<file path="src/rtl/fixed_round_arbiter.sv">
// Round-robin arbiter that shares one fixed-point rounder between NCHAN sample streams.
// fixed_rounder: saturating round-to-nearest with a clock-enabled output pipeline.

module fixed_rounder #(
  parameter int unsigned IWIDTH   = 16,
  parameter int unsigned OWIDTH   = 10,
  parameter int unsigned PIPELINE = 2
) (
  input  logic              clk,
  input  logic              reset,
  input  logic              clkena,
  input  logic              in_signed,
  input  logic [IWIDTH-1:0] in_data,
  output logic              out_signed,
  output logic [OWIDTH-1:0] out_data
);

  localparam int D = int'(IWIDTH) - int'(OWIDTH);

  logic [OWIDTH-1:0] rounded;
  logic [OWIDTH-1:0] data_q [PIPELINE];
  logic              sign_q [PIPELINE];

  generate
    if (D == 0) begin : g_pass
      assign rounded = in_data;
    end else if (D < 0) begin : g_pad
      localparam int unsigned PAD = OWIDTH - IWIDTH;
      assign rounded = {in_data, {PAD{1'b0}}};
    end else begin : g_round
      logic [OWIDTH-1:0] trunc;
      logic              half;
      logic              sticky;
      logic              at_max;
      logic              inc;

      assign trunc = in_data[IWIDTH-1:D];
      assign half  = in_data[D-1];

      if (D >= 2) begin : g_sticky
        assign sticky = |in_data[D-2:0];
      end else begin : g_no_sticky
        assign sticky = 1'b0;
      end

      // at_max blocks the increment that would wrap past the largest code
      if (OWIDTH >= 2) begin : g_max_wide
        assign at_max = in_signed ? (&trunc[OWIDTH-2:0]) : (&trunc);
      end else begin : g_max_narrow
        assign at_max = in_signed ? 1'b1 : trunc[0];
      end

      // negatives round up only past an exact half, so halves go away from zero
      assign inc = (in_signed && trunc[OWIDTH-1]) ? (half & sticky) : (half & ~at_max);
      assign rounded = trunc + OWIDTH'(inc);
    end
  endgenerate

  // Output pipeline, frozen while clkena is low
  always_ff @(posedge clk or posedge reset) begin
    if (reset) begin
      for (int i = 0; i < PIPELINE; i++) begin
        data_q[i] <= '0;
        sign_q[i] <= 1'b0;
      end
    end else if (clkena) begin
      data_q[0] <= rounded;
      sign_q[0] <= in_signed;
      for (int i = 1; i < PIPELINE; i++) begin
        data_q[i] <= data_q[i-1];
        sign_q[i] <= sign_q[i-1];
      end
    end
  end

  assign out_data   = data_q[PIPELINE-1];
  assign out_signed = sign_q[PIPELINE-1];

endmodule

module fixed_round_arbiter #(
  parameter  int unsigned NCHAN    = 4,
  parameter  int unsigned IWIDTH   = 16,
  parameter  int unsigned OWIDTH   = 10,
  parameter  int unsigned PIPELINE = 2,
  localparam int unsigned CWIDTH   = (NCHAN > 1) ? $clog2(NCHAN) : 1
) (
  input  logic                          clk,
  input  logic                          reset,
  input  logic [NCHAN-1:0]              i_valid,
  output logic [NCHAN-1:0]              i_ready,
  input  logic [NCHAN-1:0]              i_signed,
  input  logic [NCHAN-1:0][IWIDTH-1:0]  i_data,
  output logic                          o_valid,
  input  logic                          o_ready,
  output logic [CWIDTH-1:0]             o_chan,
  output logic                          o_signed,
  output logic [OWIDTH-1:0]             o_data
);

  localparam int unsigned SWIDTH = CWIDTH + 1;

  logic              advance;
  logic              found;
  logic [CWIDTH-1:0] ptr;
  logic [CWIDTH-1:0] sel_chan;
  logic [SWIDTH-1:0] cand;
  logic [NCHAN-1:0]  grant;
  logic [IWIDTH-1:0] sel_data;
  logic              sel_signed;
  logic              rounder_reset;
  logic              sb_valid [PIPELINE];
  logic [CWIDTH-1:0] sb_chan  [PIPELINE];

  assign advance = ~o_valid | o_ready;

  // Round-robin search starting at ptr; first valid channel wins
  always_comb begin
    grant    = '0;
    found    = 1'b0;
    sel_chan = '0;
    cand     = '0;
    for (int unsigned i = 0; i < NCHAN; i++) begin
      cand = {1'b0, ptr} + SWIDTH'(i);
      if (cand >= SWIDTH'(NCHAN)) begin
        cand = cand - SWIDTH'(NCHAN);
      end
      if (!found && i_valid[cand[CWIDTH-1:0]]) begin
        found    = 1'b1;
        sel_chan = cand[CWIDTH-1:0];
      end
    end
    grant[sel_chan] = found;
  end

  assign i_ready    = grant & {NCHAN{advance}};
  assign sel_data   = found ? i_data[sel_chan] : '0;
  assign sel_signed = found & i_signed[sel_chan];

  // Pointer moves just past the channel that transferred
  always_ff @(posedge clk or negedge reset) begin
    if (!reset) begin
      ptr <= '0;
    end else if (found && advance) begin
      ptr <= (sel_chan == CWIDTH'(NCHAN - 1)) ? '0 : sel_chan + CWIDTH'(1);
    end
  end

  // Valid/tag sideband, aligned with the rounder pipeline
  always_ff @(posedge clk or negedge reset) begin
    if (!reset) begin
      for (int i = 0; i < PIPELINE; i++) begin
        sb_valid[i] <= 1'b0;
        sb_chan[i]  <= '0;
      end
    end else if (advance) begin
      sb_valid[0] <= found;
      sb_chan[0]  <= sel_chan;
      for (int i = 1; i < PIPELINE; i++) begin
        sb_valid[i] <= sb_valid[i-1];
        sb_chan[i]  <= sb_chan[i-1];
      end
    end
  end

  assign o_valid = sb_valid[PIPELINE-1];
  assign o_chan  = sb_chan[PIPELINE-1];

  assign rounder_reset = ~reset;

  fixed_rounder #(
    .IWIDTH   (IWIDTH),
    .OWIDTH   (OWIDTH),
    .PIPELINE (PIPELINE)
  ) u_rounder (
    .clk        (clk),
    .reset      (rounder_reset),
    .clkena     (advance),
    .in_signed  (sel_signed),
    .in_data    (sel_data),
    .out_signed (o_signed),
    .out_data   (o_data)
  );

endmodule

</file>
<file path="config.mk">
export PLATFORM = sky130hd
export DESIGN_NAME = fixed_round_arbiter
export DESIGN_NICKNAME = d
export VERILOG_FILES = /design/src/rtl/fixed_round_arbiter.sv
export SDC_FILE = /design/constraint.sdc
export NUM_CORES = 1
export LEC_CHECK = 0
export CORE_ASPECT_RATIO = 2
export CORE_MARGIN = 2
export CORE_UTILIZATION = 24
export DETAILED_ROUTE_END_ITERATION = 16
export GPL_ROUTABILITY_DRIVEN = 0
export PLACE_DENSITY = 0.47
export SLEW_MARGIN = 40
export SYNTH_ARGS = -nofsm -noshare
export SYNTH_HDL_FRONTEND = slang
export SYNTH_SLANG_ARGS = --single-unit
</file>
<file path="constraint.sdc">
create_clock -name clk -period 4.16 [get_ports clk]
set_input_delay 0.832 -clock clk [delete_from_list [all_inputs] [get_ports clk]]
set_output_delay 0.832 -clock clk [all_outputs]
set_load 0.02 [all_outputs]
</file>
==> impl_metrics.tcl, run 1 <==
set metrics [dict create \
    outcome "complete, no violations" \
    num-nets-final 480 \
    clock_path_buffers 2 \
    synth_top_cell_by_area "dfrtp_1" \
    cp-end-kind "flop" \
    tritoncts "built" \
    syn_inst 274 \
    area_growth_pct 69.8 \
    die-area_um2 9980 \
    pwr-share-clk_pct 19.6 \
    fin_crit_ns 3.95 \
    report.final.slew_viol_count 0 \
    cts_sinks 30 \
    drive_above_1_share_pct 19.5 \
    setup_viol 0 \
    fin_area_um2 3730 \
    clk-insertion-delay-late_ns 0.27 \
    fin_util_pct 41.7 \
    worstPathCellList "dlymetal6s2s_1 -> and2b_2 -> a21o_1 -> a211oi_4 -> buf_6 -> buf_12 -> mux2_2 -> and4bb_2 -> a31oi_1 -> ha_2 -> ha_4 -> inv_1 -> a211o_1 -> a222oi_1 -> and4bb_1 -> xor2_1 -> a21oi_1" \
    drtAntennaViolNets 0 \
    power.total_mw 2.06 \
    grt.total_usage_pct 14.7 \
    ir_drop_mv 0.197 \
    pwr-share-seq_pct 22.5 \
    yosysSeqAreaShare_pct 34.2 \
    cts.hold.buffers_added 0 \
    worstPathArrival_ns 4.10 \
    chipWidth_um 71.7 \
    post-route-period-util_pct 95.0 \
    cp_slowest_stage_delay_ns 0.35 \
    dr_total_vias 2347 \
    power_density_nw_per_um2 552 \
    drv_cap 0 \
    crit_type "in2reg" \
    synth-edff-count 0 \
    intPower_mw 1.30 \
    avgViaCountPerCell 4.68 \
    cts-root-buf "clkbuf_16" \
    cp_slowest_cell "a211oi_4" \
    syn_area_per_cell_um2 8.02 \
    synthArstFlopShare_pct 100 \
    grt_setup_unrepaired "false" \
    antenna_cells 0 \
    synth.distinct_cells 50 \
    htreeDepth 2 \
    first_pass_iters 5 \
    critPathRequiredTime_ns 4.31 \
    antenna_found_initial 0 \
    rows 49 \
    ys.flop_type "dfrtp_1" \
    hpwl_mm 5.79 \
    wl_per_cell_um 14.0 \
    fin_worst_skew_ns 0.00145 \
    drc_errors 0 \
    grt_overflow 0 \
    cts_made_buffers 5 \
    grt_pass1_vias 2453 \
    relSlewSlack_pct 68.8 \
    io_pins 93 \
    p_sw_share_pct 36.8 \
    yosysTopAreaCellShare_pct 34.2 \
    numPortBuffers 92 \
    core_um2 8950 \
    die_y_um 139 \
    grt_max_degree 31 \
    worst_slew_pin_slew_ns 0.467 \
    cp-start-kind "input pin" \
    ys_seq_elements 30 \
    ys.warnings.count 0 \
    combPwrFrac_pct 57.9 \
    placed_area_um2 3440 \
    synth_area_leaders "dfrtp_1, nand2_1, buf_4" \
    routed_wl_mm 7.05 \
    initial_utilization_pct 24.5 \
    report.final.hold_viol_count 0 \
    grt_pass1_wl_mm 11.5 \
    synthesis.nets 355 \
    crit_fanout 6 \
    clk_pin_slew_ns 0.05 \
    max_freq_mhz 253 \
    drt_iter0_drc 114 \
    fin_tns_setup_ns 0 \
    holdWs_ns 0.459 \
    synth_area_um2 2200 \
    holdCritPathClass "reg2reg" \
    leakage_nw 1.70 \
    p_sw_mw 0.758 \
]
==> worst max-delay path: cells and delay by family <==
kind | cells | cell delay, ns
mux | 1 | 0.15
simple gates | 3 | 0.74
compound gates | 6 | 1.37
buf+inv | 4 | 0.50
fa+ha+maj | 2 | 0.36
xor+xnor | 1 | 0.14
==> worst paths after layout <==
check	from	end	slack, ns	cells past startpoint
worst min-delay path	u_rounder.out_data[4]	u_rounder.out_data[4]	0.46	2
max in group asynchronous	reset	ptr[0]	2.94	2
min in group asynchronous	reset	u_rounder.out_data[7]	0.94	2
worst max-delay path	i_valid[2]	u_rounder.data_q[18]	0.21	17
worst min register to register	u_rounder.out_data[4]	u_rounder.out_data[4]	0.46	2
worst max register to register	ptr[0]	u_rounder.data_q[18]	0.49	16
==> metal layers <==
metal | vias to the layer above | wire length (um) | global-route usage, %
li1 | 1186 | - | -
met1 | 1056 | 2470 | 14.9
met2 | 88 | 4080 | 28.3
met3 | 17 | 271 | 1.45
met4 | 0 | 234 | 7.45
met5 | - | 0 | 0
==> final cells by class <==
class | instances | area (um^2)
inverters | 5 | 22.5
flip-flops and latches | 30 | 751
fillers | 902 | 5220
multi-input cells | 215 | 1320
repair buffers | 142 | 1350
clock buffers | 5 | 125
well taps | 102 | 128
clock inverters | 3 | 40.0
==> cells in the final DEF (no fill, tap or decap), types with 5 or more instances in the layout <==
cell type        netlist  routed
clkdlybuf4s50_1        0      88
nand2_1               81      80
buf_4                 14      45
dfrtp_1               30      30
nand3_1               17      17
nor2_1                11      11
mux2i_1                9       9
o21ai_0                7       7
a21oi_1                7       7
o21ai_1                7       7
a211o_1                6       6
nor3_1                 6       6
and3_1                 5       5
and2_1                 5       5
clkbuf_16              0       5
==> cells in the mapped netlist, types with 6 or more instances <==
cell      number
a211o_1        6
a21oi_1        7
buf_4         14
clkbuf_1       6
dfrtp_1       30
ha_1           6
mux2i_1        9
nand2_1       81
nand3_1       17
nor2_1        11
nor3_1         6
o21ai_0        7
o21ai_1        7
==> stage by stage <==
stage	std cells	worst slack, ns
2_1_floorplan	274	0.239
3_3_place_gp	487	-0.411
3_5_place_dp	487	-0.548
4_1_cts	500	-0.0464
5_1_grt	502	0.0207
6_report	502	0.209
==> timing repair <==
item	CTS	global route
cloned	0	1
setup buffers	5	1
endpoints found under the setup margin	6	6
resized for setup	6	11
pin swaps	8	6
==> power by group through the flow <==
| stage | clock network [mW] | registers (mW) | logic (mW) |
|---|---|---|---|
| 2_1_floorplan | 0 | 0.452 | 0.646 |
| 3_3_place_gp | 0 | 0.465 | 1.10 |
| 3_5_place_dp | 0 | 0.469 | 1.10 |
| 4_1_cts | 0.413 | 0.467 | 1.16 |
| 5_1_grt | 0.427 | 0.481 | 1.31 |
| 6_report | 0.404 | 0.463 | 1.19 |
==> state kept, by name, indices dropped and copies added (netlist names) <==
| name | flops |
|---|---|
| u_rounder.out_signed | 1 |
| o_valid | 1 |
| u_rounder.data_q | 10 |
| ptr | 2 |
| o_chan | 2 |
| u_rounder.sign_q | 1 |
| sb_chan | 2 |
| sb_valid | 1 |
| u_rounder.out_data | 10 |
==> cells by family (layout without fill, tap and decap cells) <==
kind of cell    after synthesis  after routing  synth area share, %
flops                        30             30                 34.2
compound gates               52             52                 17.3
mux                          11             11                 5.13
fa+ha+maj                     6              6                 3.42
simple gates                141            141                 30.4
buf+inv                      29            155                 7.57
xor+xnor                      5              5                 1.99
Note: power is estimated with default switching activity, not from simulation.
==> run 2: changes to the inputs <==
CORE_UTILIZATION = 46   (was 24)
PLACE_DENSITY = 0.83   (was 0.47)
clock period = 4.9 ns   (was 4.16 ns; I/O delays follow)
==> run 2 against run 1 <==
Combinational power down 34%; clock skew up 0.0014 ns; first-iteration DRC count down 46%; critical path type unchanged; largest cell class is now multi-input gates.
==> impl_metrics.tcl, run 2 (same netlist as run 1, synthesis figures left out) <==
set metrics [dict create \
    outcome "complete, no violations" \
    cp_slowest_cell "clkdlybuf4s50_1" \
    io_pins 93 \
    htreeDepth 2 \
    cts_made_buffers 5 \
    pwr-share-seq_pct 28.4 \
    fin_worst_skew_ns 0.00283 \
    antenna_cells 0 \
    cp_slowest_stage_delay_ns 0.49 \
    drtAntennaViolNets 0 \
    numPortBuffers 92 \
    dr_total_vias 2296 \
    grt_setup_unrepaired "false" \
    worstPathCellList "clkdlybuf4s50_1 -> and2b_1 -> o21ba_1 -> nor2_4 -> buf_4 -> mux2i_1 -> mux2_2 -> and4bb_2 -> a31oi_1 -> ha_1 -> ha_1 -> inv_1 -> a211o_1 -> a222oi_1 -> and4bb_1 -> xor2_1 -> a21oi_1" \
    wl_per_cell_um 14.3 \
    max_freq_mhz 218 \
    critPathTopFamily "compound AO/OA/AOI/OAI gates" \
    clk-insertion-delay-late_ns 0.28 \
    fin_crit_ns 4.59 \
    report.final.hold_viol_count 0 \
    relSlewSlack_pct 70.1 \
    cts.hold.buffers_added 0 \
    p_sw_share_pct 41.1 \
    drive_above_1_share_pct 8.31 \
    leakage_nw 1.44 \
    worstPathArrival_ns 4.75 \
    p_sw_mw 0.566 \
    rrSetupSlack_ns 1.14 \
    drv_cap 0 \
    die_y_um 102 \
    power_density_nw_per_um2 428 \
    holdCritPathClass "reg2reg" \
    routed_wl_mm 5.95 \
    hpwl_mm 4.85 \
    clk_pin_slew_ns 0.06 \
    crit_fanout 8 \
    num-nets-final 441 \
    drc_errors 0 \
    intPower_mw 0.810 \
    antenna_found_initial 0 \
    final_cell_mix "clkdlybuf4s50_1, nand2_1, dfrtp_1, nand3_1" \
    area_growth_pct 46.4 \
    pwr-share-clk_pct 14.5 \
    layout.cells.most_common "clkdlybuf4s50_1" \
    fillers 371 \
    dp_slack_ns -0.0590 \
    grt.total_usage_pct 23.9 \
    chipWidth_um 52.9 \
    tritoncts "built" \
    initial_utilization_pct 47.8 \
    drt_iter0_drc 61 \
    setup_viol 0 \
    clock_path_buffers 2 \
    cts-root-buf "clkbuf_8" \
    avgViaCountPerCell 5.52 \
    post-route-period-util_pct 93.8 \
    cp-start-kind "input pin" \
    cts_resized 0 \
    crit_top_cell "ha_1" \
    cts_sinks 30 \
    rows 35 \
    power.total_mw 1.38 \
    grt_pass1_wl_mm 9.72 \
    setup_slack_ns 0.305 \
    core_um2 4600 \
    grt_overflow 0 \
    first_pass_iters 4 \
    ir_drop_mv 0.311 \
    grt_max_degree 31 \
    crit_type "in2reg" \
    grt_pass1_vias 2290 \
    worst_slew_pin_slew_ns 0.443 \
    die-area_um2 5380 \
    combPwrFrac_pct 57.1 \
    cp-end-kind "flop" \
    report.final.slew_viol_count 0 \
    critPathRequiredTime_ns 5.05 \
    crit_buf_inv 3 \
]
## run 2: timing repair
item / in CTS / in global routing
endpoints found under the setup margin: 0 / 1
endpoints found under the hold margin: 0 / 0
setup buffers: 0 / 2
## run 2: layout make-up
class | count | area, um^2 | share of cell area (%)
flip-flops and latches | 30 | 751 | 23.3
clock buffers | 7 | 86.3 | 2.68
multi-input cells | 215 | 1280 | 39.9
clock inverters | 1 | 5.00 | 0.156
well taps | 55 | 68.8 | 2.14
repair buffers | 103 | 1000 | 31.2
inverters | 5 | 18.8 | 0.584
## run 2: final timing paths
check	from	end	cells past startpoint
worst max-delay path	i_valid[0]	u_rounder.data_q[18]	17
worst min-delay path	sb_valid[1]	o_valid	1
worst max register to register	ptr[0]	u_rounder.data_q[18]	16
worst min register to register	sb_valid[1]	o_valid	1
max in group asynchronous	reset	u_rounder.out_data[7]	2
min in group asynchronous	reset	u_rounder.out_data[3]	2
## run 2: metrics by stage
step / instance area, um^2 / util [%] / hold WS (ns) / setup TNS, ns / instances
2_1_floorplan: 2200 / - / 0.435 / 0 / 274
3_3_place_gp: 3110 / 67.6 / 0.448 / 0 / 406
3_5_place_dp: 3110 / 67.6 / 0.453 / -0.0590 / 406
4_1_cts: 3200 / 69.6 / 0.467 / 0 / 414
5_1_grt: 3220 / 69.9 / 0.484 / 0 / 416
6_report: 3220 / 69.9 / 0.462 / 0 / 416
## run 2: per-layer routing
layer  track usage, %  part of all wire, %  up-vias
met4             12.2                  3.9        0
met2             45.8                   59      108
met3             4.13                  4.8       23
met5                0                    0        -
met1             22.9                   33     1051
li1                 -                    -     1114
## run 2: power groups by stage
stage | clock [mW] | sequential, mW | combinational [mW]
5_1_grt | 0.214 | 0.401 | 0.865
3_5_place_dp | 0 | 0.394 | 0.767
3_3_place_gp | 0 | 0.391 | 0.751
6_report | 0.200 | 0.391 | 0.786
4_1_cts | 0.203 | 0.391 | 0.775
2_1_floorplan | 0 | 0.384 | 0.549
## run 2: worst reg2reg max path, delay by kind of cell (launching register included)
kind	cells	cell delay (ns)
AO/OA/AOI/OAI	5	1.07
AND/OR/NAND/NOR	4	0.92
multiplexers	2	0.43
adder cells (fa/ha/maj)	2	0.41
flip-flops	1	0.37
buffers and inverters	2	0.29
XOR/XNOR	1	0.14
